File: src/rtl/seg7_scan_driver.sv
// Four-digit multiplexed seven-segment driver: write-only digit store, fixed-rate scan, registered active-low pins.
// Optional leading-zero suppression on digits 3..1 is enabled by defining DISP_LEADING_BLANK_EN.
module seg7_scan_driver #(
    parameter int REFRESH_CYCLES = 50000
) (
    input  logic        clk,
    input  logic        rst,
    input  logic        sel,
    input  logic [10:0] data_in,
    output logic [11:0] data_out
);

    localparam int CNT_W = $clog2(REFRESH_CYCLES);
    localparam logic [CNT_W-1:0] CNT_MAX = CNT_W'(REFRESH_CYCLES - 1);
    localparam logic [4:0] CODE_BLANK = 5'h11;

    logic [CNT_W-1:0] cnt_q, cnt_d;
    logic [1:0]       idx_q, idx_d;
    logic [4:0]       code_q [4];
    logic [4:0]       code_d [4];
    logic [3:0]       dp_q, dp_d;
    logic [11:0]      out_q, out_d;
    logic [3:0]       zero_sup;
    logic             hi_blank;
    logic [4:0]       cur_code;
    logic [6:0]       cur_seg;
    logic             unused_bits;

    assign unused_bits = ^data_in[7:5];

    // g..a, 1 = lit
    function automatic logic [6:0] seg_decode(input logic [4:0] code);
        case (code)
            5'h00: seg_decode = 7'h3F;
            5'h01: seg_decode = 7'h06;
            5'h02: seg_decode = 7'h5B;
            5'h03: seg_decode = 7'h4F;
            5'h04: seg_decode = 7'h66;
            5'h05: seg_decode = 7'h6D;
            5'h06: seg_decode = 7'h7D;
            5'h07: seg_decode = 7'h07;
            5'h08: seg_decode = 7'h7F;
            5'h09: seg_decode = 7'h6F;
            5'h0A: seg_decode = 7'h77;
            5'h0B: seg_decode = 7'h7C;
            5'h0C: seg_decode = 7'h39;
            5'h0D: seg_decode = 7'h5E;
            5'h0E: seg_decode = 7'h79;
            5'h0F: seg_decode = 7'h71;
            5'h10: seg_decode = 7'h40;
            default: seg_decode = 7'h00;
        endcase
    endfunction

    always_comb begin
        cnt_d = (cnt_q == CNT_MAX) ? '0 : cnt_q + 1'b1;
        idx_d = (cnt_q == CNT_MAX) ? idx_q + 2'd1 : idx_q;
        code_d = code_q;
        dp_d   = dp_q;
        if (sel) begin
            code_d[data_in[10:9]] = data_in[4:0];
            dp_d[data_in[10:9]]   = data_in[8];
        end
    end

    // A digit is suppressed when it is zero and everything to its left already shows no segments.
    always_comb begin
        zero_sup = '0;
        hi_blank = 1'b1;
`ifdef DISP_LEADING_BLANK_EN
        for (int i = 3; i >= 1; i--) begin
            zero_sup[i] = hi_blank && (code_q[i] == 5'h00);
            hi_blank    = hi_blank && ((code_q[i] == 5'h00) || (code_q[i] >= CODE_BLANK));
        end
`endif
    end

    always_comb begin
        cur_code = code_q[idx_q];
        cur_seg  = zero_sup[idx_q] ? 7'h00 : seg_decode(cur_code);
        out_d    = {~(4'b0001 << idx_q), ~dp_q[idx_q], ~cur_seg};
    end

    always_ff @(posedge clk or negedge rst) begin
        if (!rst) begin
            cnt_q <= '0;
            idx_q <= 2'd0;
            dp_q  <= '0;
            out_q <= 12'hFFF;
            for (int i = 0; i < 4; i++) begin
                code_q[i] <= CODE_BLANK;
            end
        end else begin
            cnt_q  <= cnt_d;
            idx_q  <= idx_d;
            dp_q   <= dp_d;
            out_q  <= out_d;
            code_q <= code_d;
        end
    end

    assign data_out = out_q;

endmodule

File: config.mk
export PLATFORM = sky130hd
export DESIGN_NAME = seg7_scan_driver
export DESIGN_NICKNAME = d
export VERILOG_FILES = /design/src/rtl/seg7_scan_driver.sv
export SDC_FILE = /design/constraint.sdc
export NUM_CORES = 1
export LEC_CHECK = 0
export ABC_AREA = 1
export BUFFER_PORTS_ARGS = -buffer_cell sky130_fd_sc_hd__buf_2
export CORE_UTILIZATION = 50
export DETAILED_ROUTE_END_ITERATION = 12
export HOLD_SLACK_MARGIN = 0.05
export PLACE_DENSITY_LB_ADDON = 0.2
export SLEW_MARGIN = 20
export SYNTH_ARGS = -nofsm -noshare
export SYNTH_HDL_FRONTEND = slang
export SYNTH_SLANG_ARGS = --single-unit
File: constraint.sdc
create_clock -name clk -period 1.6 [get_ports clk]
set_input_delay 0.16 -clock clk [delete_from_list [all_inputs] [get_ports clk]]
set_output_delay 0.16 -clock clk [all_outputs]
set_load 0.05 [all_outputs]
==> results.ini <==
[logic_synthesis]
netlist.top_cell.by_area=dfrtp_1
async_reset_ff_share_pct=100
synth-edff-count=0
yosysSeqAreaShare_pct=50.6
syn_avg_cell_area_um2=8.55
synthTopCellsByArea=dfrtp_1, dfstp_2, nand2_1, inv_1, o21ai_0
synth_simple_gate_area_share_pct=25.5
synth_compound_area_share_pct=7.77
syn_nets=343
ys_types=31
ys_warn_count=0
yosysTopAreaCellShare_pct=31.3
ys.flop_type=dfrtp_1
synth_top_family_by_area=simple AND/OR/NAND/NOR gates
synth_xor_area_share_pct=2.58
synth-seq-cells=54
synth_mux_area_share_pct=0
syn_inst=318
yosys.area_share.adder_pct=5.06
netlist_area_um2=2720

[die]
ios=26
die_height_um=75.8
die-area_um2=5740
start_util_pct=52.6
die_w_um=75.8
core-area_um2=5170
rows=26

[job]
maxCapViolCount=0

[worst_setup_path]
cp_slowest_stage_delay_ns=0.49
worst-r2r-setup-slack_ns=0.009
path_class=reg2reg
crit_path_start_kind=flop
crit_top_cell=nand2_2
rr_startpoint=idx_q[0]
worstReg2RegEnd=data_out[4]
crit_chain=inv_4 > nand2_2 > nand2_2 > nand2_2 > nand2_4 > inv_6 > buf_6 > ha_2 > nand2_2 > nand3_1 > nand3_1
ff2ff_path_depth=11
critPathRequiredTime_ns=1.84
critPathLaunch=idx_q[0]
path_buf_inv=3
end_kind=flop
critPathSlowestCell=dfrtp_2
cp_max_fo=8
critical_path.top_delay_family=simple AND/OR/NAND/NOR gates
arrival_ns=1.83

[outcome]
status=finished clean

[layout]
nFillCells=450
antenna_cells=0
fin_nets=382
drive_gt1_share_pct=30.2
area.growth.synth_to_final_pct=20.4
final_cell_area_um2=3270

[placement]
io_buffers=22
gp_congestion=0.835
placed_cell_area_um2=2990
place_ws_ns=-0.0445
hpwl_um=3690

[route]
avgViaCountPerCell=4.89
drc_errors=0
first_iter_violations=132
wl_per_cell_um=11.9
ant_nets=0
drt_wl_total_um=5100
num_vias=2094
drtPass1Iterations=4

[sta]
period_share_pct=99.4
fin_crit_ns=1.59
holdWs_ns=0.131
skew_ns=0.00809
timing.fmax_ghz=0.629
timing.final.max_slew_violations=0
fin_ws_ns=0.00921
slew_headroom_pct=69.4
rsz0062_at_grt=yes
final_hold_viol_count=0
worst_slew_pin_slew_ns=0.457
finalSetupViolations=0

[cts]
clock_sinks=54
cts_buffers=5
cts_tree=yes
root_buffer=clkbuf_8
cts.clk_slew.worst_paths_ns=0.10
clockBufferDepth=2
htreeDepth=2
clkLatencyLatePin_ns=0.31

[grt]
grt_use_total_pct=20.4
grt_pass1_vias=2002
antenna_found_initial=0
grt_pass1_wl_um=8710
overflow=0
grt_max_degree=36

[power]
power.density_nw_per_um2=1080
vdd_drop_max_mv=0.557
leakage_nw=1.62

[worst_hold_path]
min_to=code_q[9]
holdPathStages=3
min-delay-start=data_in[4]
hold_path.class=in2reg

[stage by stage]
stage / TNS (ns) / std cells / power [W] / utilization (%)
floorplan: 0 / 318 / 0.00221 / -
global placement: 0 / 417 / 0.00236 / 57.7
detailed placement: -0.0587 / 417 / 0.00238 / 57.7
CTS: 0 / 427 / 0.00349 / 61.0
global route: -0.142 / 428 / 0.00372 / 63.3
finish: 0 / 428 / 0.00355 / 63.3
[routing by layer]
metal  share of wire [%]  GRT usage (%)
met1                  46           25.2
met2                  50           35.7
met3                 2.5           4.50
met4                0.98           6.17
met5                   0              0
[worst register-to-register path: stages (launching register included)]
cell and delay, ns:
dfrtp_2 0.49, inv_4 0.11, nand2_2 0.06, nand2_2 0.06, nand2_2 0.05, nand2_4 0.14, inv_6 0.06, buf_6 0.11
ha_2 0.17, nand2_2 0.06, nand3_1 0.09, nand3_1 0.12
[power by group]
part,leakage [nW],internal (W),switching (W)
clock network,0.0714,0.000667,0.000443
registers,0.645,0.00158,0.0000627
logic,0.900,0.000252,0.000551
[synthesized netlist by cell type, types with 2 or more instances]
cell / number
inv_2: 3
nand2_1: 80
dfrtp_1: 34
ha_1: 11
o21ai_0: 30
nand2_2: 4
clkbuf_1: 4
nor3_2: 2
nor2_1: 23
a21oi_1: 3
inv_1: 41
nor3_1: 2
xor2_1: 7
nand3_1: 29
nand4_1: 2
nor2_2: 2
dfstp_2: 20
buf_6: 4
nand3_2: 5
[registers in the layout, summed over array words and instances (netlist names)]
name / flops
code_q: 20
cnt_q: 16
data_out: 12
dp_q: 4
idx_q: 2
[cell families (layout without fill, tap and decap cells)]
family | Yosys count | count (layout)
flip-flops | 54 | 54
AO/OA/AOI/OAI | 39 | 39
adder cells (fa/ha/maj) | 11 | 11
buffers and inverters | 53 | 93
XOR/XNOR | 8 | 8
AND/OR/NAND/NOR | 153 | 153
[how the worst max path moves through the flow]
stage / endpoint / cells past startpoint
floorplan: data_out[0] / 10
global placement: data_out[0] / 10
detailed placement: data_out[0] / 10
CTS: data_out[0] / 10
global route: data_out[0] / 10
finish: data_out[4] / 11
[cell type report]
cell class                 count  area [µm²]  share of cell area, %
inverter                      45         184                   5.62
tap                           70        87.6                   2.67
clock inverter                 2        60.1                   1.83
multi-input combinational    211        1220                   37.2
timing repair buffer          40         264                   8.06
clock buffer                   6        82.6                   2.52
sequential                    54        1380                   42.1
[cell usage in the layout, fill, tap and decap left out, types with 7 or more instances in the layout]
cell type  netlist  layout
nand2_1         80      71
inv_1           41      38
dfrtp_1         34      33
o21ai_0         30      29
nand3_1         29      27
nor2_1          23      23
buf_2            0      22
dfstp_2         20      20
buf_4            0      15
nand2_2          4      10
nand3_2          5       7
xor2_1           7       7
[repair_timing]
item / CTS / global route
hold endpoints to repair: 34 / 0
pin swaps: 1 / 15
buffers inserted: 1 / 1
resized for setup: 5 / 28
hold buffers: 1 / 0
setup endpoints to repair: 5 / 11
Note: power is estimated with default switching activity, not from simulation.
